===== config.mk =====
export PLATFORM = sky130hd
export DESIGN_NAME = muldiv_unit
export DESIGN_NICKNAME = d
export VERILOG_FILES = /design/src/rtl/muldiv_pkg.sv /design/src/rtl/muldiv_negate.sv /design/src/rtl/muldiv_unit.sv
export SDC_FILE = /design/constraint.sdc
export NUM_CORES = 1
export LEC_CHECK = 0
export BUFFER_PORTS_ARGS = -buffer_cell sky130_fd_sc_hd__buf_4
export CORE_ASPECT_RATIO = 1.25
export CORE_MARGIN = 10
export CORE_UTILIZATION = 45
export CTS_CLUSTER_DIAMETER = 80
export DETAILED_ROUTE_END_ITERATION = 8
export SYNTH_ARGS = -nofsm -noshare
export SYNTH_HDL_FRONTEND = slang
export SYNTH_SLANG_ARGS = --single-unit

===== constraint.sdc =====
create_clock -name clock -period 9.91 [get_ports clock]
set_input_delay 1.4865 -clock clock [delete_from_list [all_inputs] [get_ports clock]]
set_output_delay 1.4865 -clock clock [all_outputs]
set_load 0.01 [all_outputs]

===== src/rtl/muldiv_pkg.sv =====
// ----------------------------------------------------------------------------
// muldiv_pkg
// Shared definitions for the iterative multiply/divide unit and its
// neighbours (decode stage, HI/LO forwarding).
//   op_e          : operation encoding carried on the 2-bit op port
//   state_e       : sequencer states of muldiv_unit
//   DEFAULT_WIDTH : default operand/result width in bits
// Helpers classify an operation as divide and/or signed.
// ----------------------------------------------------------------------------
package muldiv_pkg;

  localparam int DEFAULT_WIDTH = 32;

  typedef enum logic [1:0] {
    OP_MULT  = 2'd0,
    OP_MULTU = 2'd1,
    OP_DIV   = 2'd2,
    OP_DIVU  = 2'd3
  } op_e;

  typedef enum logic [1:0] {
    S_IDLE = 2'd0,
    S_CALC = 2'd1,
    S_DONE = 2'd2
  } state_e;

  function automatic logic op_is_div(input op_e op);
    return (op == OP_DIV) || (op == OP_DIVU);
  endfunction

  function automatic logic op_is_signed(input op_e op);
    return (op == OP_MULT) || (op == OP_DIV);
  endfunction

endpackage


===== src/rtl/muldiv_negate.sv =====
// ----------------------------------------------------------------------------
// muldiv_negate
// Conditional two's-complement: val_o = neg_i ? -val_i : val_i.
// Used both to take operand magnitudes and to apply the result sign.
//   neg_i : negate when high
//   val_i : W-bit input value
//   val_o : W-bit output value
// ----------------------------------------------------------------------------
module muldiv_negate #(
  parameter int W = 32
) (
  input  logic         neg_i,
  input  logic [W-1:0] val_i,
  output logic [W-1:0] val_o
);

  assign val_o = neg_i ? (~val_i + W'(1)) : val_i;

endmodule


===== src/rtl/muldiv_unit.sv =====
// ----------------------------------------------------------------------------
// muldiv_unit
// Iterative radix-2 multiply/divide unit. Multiplication is shift-add and
// division is restoring, both on operand magnitudes; the result sign is
// fixed up on the edge that enters DONE. Divide by zero skips CALC.
//   clock     : rising-edge clock
//   reset     : asynchronous active-high reset
//   start     : request, sampled only in IDLE
//   op        : 0 MULT, 1 MULTU, 2 DIV, 3 DIVU
//   operand_a : multiplicand / dividend
//   operand_b : multiplier / divisor
//   cancel    : abort any operation (wins over start)
//   busy      : high in every non-IDLE state
//   done      : one-cycle pulse, hi/lo valid in this cycle
//   hi, lo    : high product / remainder, low product / quotient
// ----------------------------------------------------------------------------
module muldiv_unit
  import muldiv_pkg::*;
#(
  parameter int WIDTH = DEFAULT_WIDTH
) (
  input  logic             clock,
  input  logic             reset,
  input  logic             start,
  input  logic [1:0]       op,
  input  logic [WIDTH-1:0] operand_a,
  input  logic [WIDTH-1:0] operand_b,
  input  logic             cancel,
  output logic             busy,
  output logic             done,
  output logic [WIDTH-1:0] hi,
  output logic [WIDTH-1:0] lo
);

  localparam int               CNT_W     = $clog2(WIDTH) + 1;
  localparam logic [CNT_W-1:0] LAST_ITER = CNT_W'(WIDTH - 1);

  state_e           state_q, state_d;
  op_e              op_q, op_d;
  logic [WIDTH-1:0] acc_hi_q, acc_hi_d;   // partial product high / remainder
  logic [WIDTH-1:0] acc_lo_q, acc_lo_d;   // multiplier->product low / dividend->quotient
  logic [WIDTH-1:0] opnd_q, opnd_d;       // multiplicand or divisor magnitude
  logic             neg_lo_q, neg_lo_d;   // negate product, or quotient
  logic             neg_hi_q, neg_hi_d;   // negate remainder
  logic [CNT_W-1:0] cnt_q, cnt_d;
  logic [WIDTH-1:0] hi_q, hi_d;
  logic [WIDTH-1:0] lo_q, lo_d;

  // --------------------------------------------------------------------------
  // Request decode and operand magnitudes
  // --------------------------------------------------------------------------
  op_e              op_in;
  logic             in_signed;
  logic             in_div;
  logic             a_neg;
  logic             b_neg;
  logic [WIDTH-1:0] a_mag;
  logic [WIDTH-1:0] b_mag;

  assign op_in     = op_e'(op);
  assign in_signed = op_is_signed(op_in);
  assign in_div    = op_is_div(op_in);
  assign a_neg     = in_signed & operand_a[WIDTH-1];
  assign b_neg     = in_signed & operand_b[WIDTH-1];

  muldiv_negate #(.W(WIDTH)) u_neg_a (
    .neg_i (a_neg),
    .val_i (operand_a),
    .val_o (a_mag)
  );

  muldiv_negate #(.W(WIDTH)) u_neg_b (
    .neg_i (b_neg),
    .val_i (operand_b),
    .val_o (b_mag)
  );

  // --------------------------------------------------------------------------
  // One radix-2 step
  // --------------------------------------------------------------------------
  logic             div_q;
  logic [WIDTH:0]   mul_sum;
  logic [WIDTH:0]   div_shift;
  logic [WIDTH:0]   div_diff;
  logic             q_bit;
  logic [WIDTH-1:0] step_hi;
  logic [WIDTH-1:0] step_lo;

  assign div_q = op_is_div(op_q);

  // Shift-add: add multiplicand when the current multiplier LSB is set, then
  // shift the whole {carry, acc_hi, acc_lo} right by one.
  assign mul_sum = {1'b0, acc_hi_q} + (acc_lo_q[0] ? {1'b0, opnd_q} : '0);

  // Restoring divide: bring in the next dividend bit; a non-negative trial
  // difference (MSB clear) means the divisor fits and the quotient bit is 1.
  assign div_shift = {acc_hi_q, acc_lo_q[WIDTH-1]};
  assign div_diff  = div_shift - {1'b0, opnd_q};
  assign q_bit     = ~div_diff[WIDTH];

  always_comb begin
    if (div_q) begin
      step_hi = q_bit ? div_diff[WIDTH-1:0] : div_shift[WIDTH-1:0];
      step_lo = {acc_lo_q[WIDTH-2:0], q_bit};
    end else begin
      step_hi = mul_sum[WIDTH:1];
      step_lo = {mul_sum[0], acc_lo_q[WIDTH-1:1]};
    end
  end

  // --------------------------------------------------------------------------
  // Sign correction of the final step, applied on the edge into DONE
  // --------------------------------------------------------------------------
  logic [2*WIDTH-1:0] prod_fix;
  logic [WIDTH-1:0]   quo_fix;
  logic [WIDTH-1:0]   rem_fix;
  logic [WIDTH-1:0]   res_hi;
  logic [WIDTH-1:0]   res_lo;

  muldiv_negate #(.W(2 * WIDTH)) u_neg_prod (
    .neg_i (neg_lo_q),
    .val_i ({step_hi, step_lo}),
    .val_o (prod_fix)
  );

  muldiv_negate #(.W(WIDTH)) u_neg_quo (
    .neg_i (neg_lo_q),
    .val_i (step_lo),
    .val_o (quo_fix)
  );

  muldiv_negate #(.W(WIDTH)) u_neg_rem (
    .neg_i (neg_hi_q),
    .val_i (step_hi),
    .val_o (rem_fix)
  );

  assign res_hi = div_q ? rem_fix : prod_fix[2*WIDTH-1:WIDTH];
  assign res_lo = div_q ? quo_fix : prod_fix[WIDTH-1:0];

  // --------------------------------------------------------------------------
  // Next-state and datapath control
  // --------------------------------------------------------------------------
  always_comb begin
    // NOTE: every variable gets a default first so no path leaves one
    // unassigned, which would otherwise infer a latch.
    state_d  = state_q;
    op_d     = op_q;
    acc_hi_d = acc_hi_q;
    acc_lo_d = acc_lo_q;
    opnd_d   = opnd_q;
    neg_lo_d = neg_lo_q;
    neg_hi_d = neg_hi_q;
    cnt_d    = cnt_q;
    hi_d     = hi_q;
    lo_d     = lo_q;

    unique case (state_q)
      S_IDLE: begin
        if (start && !cancel) begin
          op_d     = op_in;
          neg_lo_d = a_neg ^ b_neg;
          neg_hi_d = in_div & a_neg;
          cnt_d    = '0;
          acc_hi_d = '0;
          if (in_div && (operand_b == '0)) begin
            // Divide by zero bypasses CALC and reports a defined result.
            state_d = S_DONE;
            hi_d    = operand_a;
            lo_d    = '1;
          end else begin
            state_d  = S_CALC;
            acc_lo_d = in_div ? a_mag : b_mag;
            opnd_d   = in_div ? b_mag : a_mag;
          end
        end
      end

      S_CALC: begin
        if (cancel) begin
          state_d = S_IDLE;
        end else begin
          acc_hi_d = step_hi;
          acc_lo_d = step_lo;
          cnt_d    = cnt_q + CNT_W'(1);
          if (cnt_q == LAST_ITER) begin
            state_d = S_DONE;
            hi_d    = res_hi;
            lo_d    = res_lo;
          end
        end
      end

      S_DONE: begin
        state_d = S_IDLE;
      end

      default: begin
        state_d = S_IDLE;
      end
    endcase
  end

  // NOTE: sequential state uses non-blocking assignments so every register
  // samples its pre-edge value, independent of statement order.
  always_ff @(posedge clock or posedge reset) begin
    if (reset) begin
      // NOTE: the accumulators are reset too, so no operand data from an
      // aborted operation survives reset.
      state_q  <= S_IDLE;
      op_q     <= OP_MULT;
      acc_hi_q <= '0;
      acc_lo_q <= '0;
      opnd_q   <= '0;
      neg_lo_q <= 1'b0;
      neg_hi_q <= 1'b0;
      cnt_q    <= '0;
      hi_q     <= '0;
      lo_q     <= '0;
    end else begin
      state_q  <= state_d;
      op_q     <= op_d;
      acc_hi_q <= acc_hi_d;
      acc_lo_q <= acc_lo_d;
      opnd_q   <= opnd_d;
      neg_lo_q <= neg_lo_d;
      neg_hi_q <= neg_hi_d;
      cnt_q    <= cnt_d;
      hi_q     <= hi_d;
      lo_q     <= lo_d;
    end
  end

  assign busy = (state_q != S_IDLE);
  assign done = (state_q == S_DONE);
  assign hi   = hi_q;
  assign lo   = lo_q;

endmodule

==> impl_results.md, run 1 <==
* Area delta synth->final at 12.4%
* Asr flop ratio synth at 100%
* Gr usage total at 26.2%
* Clock share of power at 14.1%
* Setup TNS at 0 ns
* Syn_area_per_cell at 7.56 um2
* Main synth FF type: dfrtp_1
* Clk Latency, worst-skew pair at 0.46 ns
* Maxcap violations at 0
* CTS H-tree depth at 4
* Die height at 229 um
* DRT iter0 DRCs at 1240
* Setup Viol. Count Final at 0
* CTS tree: built
* Final period util at 68.8%
* Nets at 2267
* Power Dens Cells at 288 nW/um2
* Critical R2R Capture: hi[28]$_DFFE_PP0P_
* Post-synth EDFFs at 0
* DRC viols at 0
* R2R cell count at 23
* Die area at 42700 um2
* Clk sinks at 171
* Max Clk Rate at 147 MHz
* Most common cell in the netlist: a21oi_1
* Worst-path clk slew at 0.08 ns
* Largest net degree at the start of global routing at 99
* DRT antenna net count at 0
* CTS buffer count at 17
* Root buffer cell: clkbuf_16
* Kind of critical path: flip-flop to flip-flop
* Share of cells above drive strength 1 at 11.5%
* Initial antenna violation count at 0
* Hold WC Path Type: flip-flop to flip-flop
* Final hold vios at 0
* Dpl hpwl at 44300 um
* Area of the mapped netlist at 15700 um2
* Internal Dissipation at 2470 uW
* Slew Limit Headroom at 11.9%
* DR vias at 15.8k
* Worst-path fanout max at 16
* IO Count at 136
* Vias in the first global route at 15.2k
* Seq pwr share at 20.4%
* Critical path required time at 10.24 ns
* Synth top cells by count: 231 x a21oi_1, 218 x nor2_1, 213 x nand2_1, 198 x o21ai_0, 171 x dfrtp_1
* Leakage power at 0.00762 uW
* Routed wire length per instance at 22.2 um
* Core footprint at 34400 um2
* Post-synth net total at 2211
* Overall Power at 5060 uW
* Hold EP: hi[8]$_DFFE_PP0P_
* Largest cells by area after synthesis: dfrtp_1 27%, a21oi_1 7.4%, o21ai_0 6.3%
* Outcome: finished, final reports clean
* CP startpoint kind: flip-flop
* Yosys reg bits at 171
* CP arrival at 7.15 ns
* Layout Cell Area excl Fill at 17600 um2
* FF-to-FF setup slack at 3.10 ns
* Bufs on Longest Clock Path at 2
* Die X at 187 um
* Final wirelength at 57900 um
* Fin crit period at 6.81 ns
* Antenna cells at 0
* Post-synth top area share at 27.3%
* Synth Instances at 2070
* Seq/Total Area, Yosys at 27.3%
* Detailed Routing Iterations Pass 1 at 7
* Unrepaired setup endpoints after global routing: false
* First-pass GRT wire length at 89100 um
* Biggest area consumer among synthesized cells: dfrtp_1
* Worst-case clock skew at 0.0122 ns
* Dpl cell area at 17000 um2
* Slew Viols, Final at 0
* Gates resized, CTS repair at 0
* Sw Pwr at 2600 uW
* Post-CTS Setup Bufs at 0
* Site Rows at 76
* Starting Density at 45.5%
* Yosys warnings at 0
* Hold Buf Count CTS at 0
* Hold path depth at 2
* Slew @ Worst Pin at 1.32 ns
* Post-synthesis cell type count at 89
* FILL cells at 3460
* Routability cong. at 1.02
* Logic pwr share at 65.5%
* Remaining global-route overflow at 0
* Drt via density at 6.05
* Crit Reg-Reg Startpoint: acc_lo_q[31]$_DFFE_PP0P_
* Hold_sp: hi[8]$_DFFE_PP0P_
* Sw Share at 51.3%
* Crit. End Element: flip-flop
* Worst VDD drop at 0.158 mV
* I/O Buffers at 135
## metrics by stage
step           util [%]  hold WS, ns  setup WS (ns)  std cells
2_1_floorplan         -        0.464           3.79       2070
3_3_place_gp       49.4        0.472           3.56       2575
3_5_place_dp       49.4        0.474           3.30       2575
4_1_cts            51.1        0.490           3.25       2607
5_1_grt            51.1        0.512           2.57       2607
6_report           51.1        0.490           3.10       2607
## routing by layer
metal | global-route usage, % | share of wire [%] | vias up
met5 | 0 | 0 | -
met4 | 9.26 | 3.0 | 0
met3 | 4.03 | 5.7 | 101
met1 | 32.9 | 43 | 7565
met2 | 44.7 | 48 | 537
li1 | - | - | 7579
## layout by cell type (no fill, tap or decap), types with 16 or more instances in the layout
cell type    n
a211oi_1    22
a21o_1      20
a21oi_1    231
a22o_1      18
a31oi_1     40
and2_1      47
and3_1      30
buf_4      158
clkbuf_16   17
dfrtp_1    170
ha_1        69
inv_1       74
mux2i_1     44
nand2_1    212
nand3_1     33
nand4_1     20
nor2_1     216
nor3_1      49
nor4_1      17
o21ai_0    198
o22a_1      16
o31ai_1     21
or3_1       19
xnor2_1     93
xor2_1      67
## layout make-up
class / count / area (um2) / share of cell area [%]
inverters: 76 / 290 / 1.65
well taps: 468 / 586 / 3.33
flip-flops and latches: 171 / 4280 / 24.3
clock buffers: 20 / 467 / 2.65
repair buffers: 158 / 1190 / 6.74
clock inverters: 12 / 134 / 0.761
multi-input cells: 1702 / 10600 / 60.5
## worst max-delay path by stage
stage                                  start                 endpoint  cells after the start
finish              acc_lo_q[31]$_DFFE_PP0P_       hi[28]$_DFFE_PP0P_                     23
global route        acc_lo_q[31]$_DFFE_PP0P_       hi[28]$_DFFE_PP0P_                     23
CTS                 acc_lo_q[31]$_DFFE_PP0P_       hi[28]$_DFFE_PP0P_                     23
detailed placement  acc_lo_q[31]$_DFFE_PP0P_       hi[28]$_DFFE_PP0P_                     23
global placement    acc_lo_q[31]$_DFFE_PP0P_       hi[28]$_DFFE_PP0P_                     23
floorplan                              reset  acc_hi_q[0]$_DFFE_PP0P_                      1
## power by group through the flow
stage | Sequential (uW) | Combinational [uW] | Clock, uW
2_1_floorplan | 948 | 2410 | 0
3_3_place_gp | 1040 | 3230 | 0
3_5_place_dp | 1040 | 3210 | 0
4_1_cts | 1030 | 3250 | 729
5_1_grt | 1050 | 3610 | 753
6_report | 1030 | 3320 | 713
## flip-flops by register name (all words and copies together), names as in the netlist
signal and count:
neg_hi_q 1, lo 32, opnd_q 32, acc_hi_q 32, neg_lo_q 1, hi 32
acc_lo_q 32, state_q 2, op_q 1, cnt_q 6
## cell families (layout without fill, tap and decap cells)
family / after synthesis / in the layout / share of synthesized area [%]
xor gates and xnor gates: 160 / 160 / 8.95
and+or+nand+nor: 718 / 718 / 21.8
muxes: 55 / 55 / 3.63
DFF: 171 / 171 / 27.3
buffers and inverters: 197 / 266 / 4.86
adders and majority gates: 71 / 71 / 5.77
AOI/OAI and AO/OA: 698 / 698 / 27.7
## worst max-delay path: stages, from the launching register on
cell,delay [ns]
dfrtp_1,0.42
inv_1,0.11
ha_1,0.17
inv_1,0.05
fa_1,0.43
a211oi_1,0.44
o2111ai_4,0.23
nand3_4,0.13
a211oi_2,0.12
o21ai_2,0.57
nand2_1,0.52
nand2_1,0.22
a31oi_1,0.13
inv_1,0.14
ha_1,0.25
nand2_1,0.06
a2111oi_0,0.55
o311ai_0,0.40
nor2_1,0.28
nand4_1,0.36
o41ai_2,0.49
a211oi_1,0.14
a31o_1,0.21
a211o_1,0.26
Power figures use the tool's default switching activity.
==> run 2: changes to the inputs <==
clock period = 6.7 ns   (was 9.91 ns; I/O delays follow)
==> run 2 against run 1 <==
  * First-iteration DRC count is 8.3% lower
  * Hold slack improved by 0.0071 ns
  * Setup slack got worse by 2.6 ns
==> impl_results.md, run 2 (synthesized netlist as in run 1, its figures left out) <==
* Outcome: finished, final reports clean
* Gr usage total at 26.9%
* Hold Buf Count CTS at 0
* Hold path depth at 2
* Site Rows at 76
* R2R cell count at 23
* Slew @ Worst Pin at 1.32 ns
* DR vias at 15.9k
* Final period util at 92.0%
* Count of non-filler cells in the finished layout at 2618
* Global Route met3 Usage at 4.59%
* Clk Latency, worst-skew pair at 0.46 ns
* Kind of critical path: flip-flop to flip-flop
* Share of cells above drive strength 1 at 11.9%
* CTS H-tree depth at 4
* Fin crit period at 6.16 ns
* Worst-case clock skew at 0.0137 ns
* Core footprint at 34400 um2
* Final hold vios at 0
* DRT antenna net count at 0
* Post-CTS Setup Bufs at 0
* Worst VDD drop at 0.200 mV
* Starting Density at 45.5%
* DRC viols at 0
* Commonest non-fill, non-tap cell in the layout: a21oi_1
* Critical path required time at 7.04 ns
* Die X at 187 um
* Gates resized, CTS repair at 0
* Post-Place Cells at 2585
* Final wirelength at 59700 um
* CTS tree: built
* Maxcap violations at 0
* Detailed Routing Iterations Pass 1 at 5
* Drt via density at 6.09
* Dpl hpwl at 46100 um
* Die height at 229 um
* IO Count at 136
* Worst-path clk slew at 0.08 ns
* Nets at 2277
* Area delta synth->final at 13.0%
* Bufs on Longest Clock Path at 2
* Hold WC Path Type: flip-flop to flip-flop
* First-pass GRT wire length at 91100 um
* Vias in the first global route at 15.5k
* Max Clk Rate at 162 MHz
* CTS buffer count at 17
* Power Dens Cells at 436 nW/um2
* I/O Buffers at 135
* CP arrival at 6.51 ns
* Root buffer cell: clkbuf_16
* FILL cells at 3426
* Leakage power at 0.00768 uW
* Grt met2 use at 45.2%
* Routed wire length per instance at 22.8 um
* Die area at 42700 um2
* Most frequent cells in the layout: 231 x a21oi_1, 216 x nor2_1, 212 x nand2_1
* Slew Viols, Final at 0
* Largest net degree at the start of global routing at 106
* Remaining global-route overflow at 0
* Initial antenna violation count at 0
* Setup Viol. Count Final at 0
* Setup TNS at 0 ns
* Unrepaired setup endpoints after global routing: false
* CP startpoint kind: flip-flop
* Clk sinks at 171
* Grt met1 use at 33.2%
* Routability cong. at 0.999
* GRT busiest layer: met2
* Slew Limit Headroom at 12.0%
* Worst-path fanout max at 7
* Crit. End Element: flip-flop
* DRT iter0 DRCs at 1137
==> run 2: changes by cell type in the layout (fill, tap and decap cells not counted), sizes merged <==
| cell | previous run | this run |
|---|---|---|
| buf | 158 | 168 |
| clkinv | 3 | 6 |
| inv | 81 | 78 |
| bufinv | 2 | 4 |
| clkbuf | 20 | 18 |
| diode | 0 | 1 |
==> run 2: per-layer routing <==
layer / vias up / share of wire [%]
met3: 110 / 6.2
met1: 7616 / 42
li1: 7586 / -
met5: - / 0
met2: 628 / 48
met4: 0 / 4.1
==> run 2: cell type report <==
type | count | area [um2] | area share [%]
antenna | 1 | 2.50 | 0.0141
sequential | 171 | 4280 | 24.2
timing repair buffer | 168 | 1260 | 7.13
multi-input combinational | 1702 | 10600 | 60.2
inverter | 76 | 290 | 1.64
tap | 468 | 586 | 3.31
clock buffer | 18 | 429 | 2.43
clock inverter | 14 | 194 | 1.10
==> run 2: metrics by stage <==
stage          setup slack, ns  cell area [um2]  hold WS [ns]  utilization (%)  total power (uW)
6_report                 0.536            17700         0.497             51.4              7710
5_1_grt                  0.140            17700         0.515             51.4              8170
4_1_cts                  0.606            17700         0.498             51.4              7590
3_5_place_dp             0.662            17100         0.481             49.6              6440
3_3_place_gp             0.813            17100         0.471             49.6              6470
2_1_floorplan             1.06            15700         0.464                -              4970
==> run 2: worst paths after layout <==
check	start	endpoint	slack, ns
min in group asynchronous	reset	acc_lo_q[28]$_DFFE_PP0P_	0.61
setup reg to reg	acc_lo_q[31]$_DFFE_PP0P_	hi[28]$_DFFE_PP0P_	0.54
hold reg to reg	hi[6]$_DFFE_PP0P_	hi[6]$_DFFE_PP0P_	0.50
setup / recovery	acc_lo_q[31]$_DFFE_PP0P_	hi[28]$_DFFE_PP0P_	0.54
hold / removal	hi[6]$_DFFE_PP0P_	hi[6]$_DFFE_PP0P_	0.50
max in group asynchronous	reset	opnd_q[15]$_DFFE_PP0P_	4.72
==> run 2: critical path, cell delays in order, from the launching register on <==
cell and delay (ns):
dfrtp_1 0.42, inv_1 0.10, ha_1 0.20, inv_1 0.07
fa_1 0.44, a211oi_1 0.49, o2111ai_4 0.24, nand3_4 0.12
a211oi_2 0.14, nor3_1 0.40, buf_4 0.25, or3_1 0.14
a31o_2 0.19, ha_1 0.22, nand2_1 0.06, a2111oi_0 0.52
o311ai_0 0.24, buf_4 0.19, nor2_1 0.15, nand4_1 0.35
o311ai_1 0.51, a211oi_1 0.14, a31o_1 0.22, a211o_1 0.26
==> run 2: report_power, final <==
group | switching [uW] | internal, uW
combinational | 3210 | 1880
clock | 476 | 626
sequential | 283 | 1230
total | 3970 | 3740
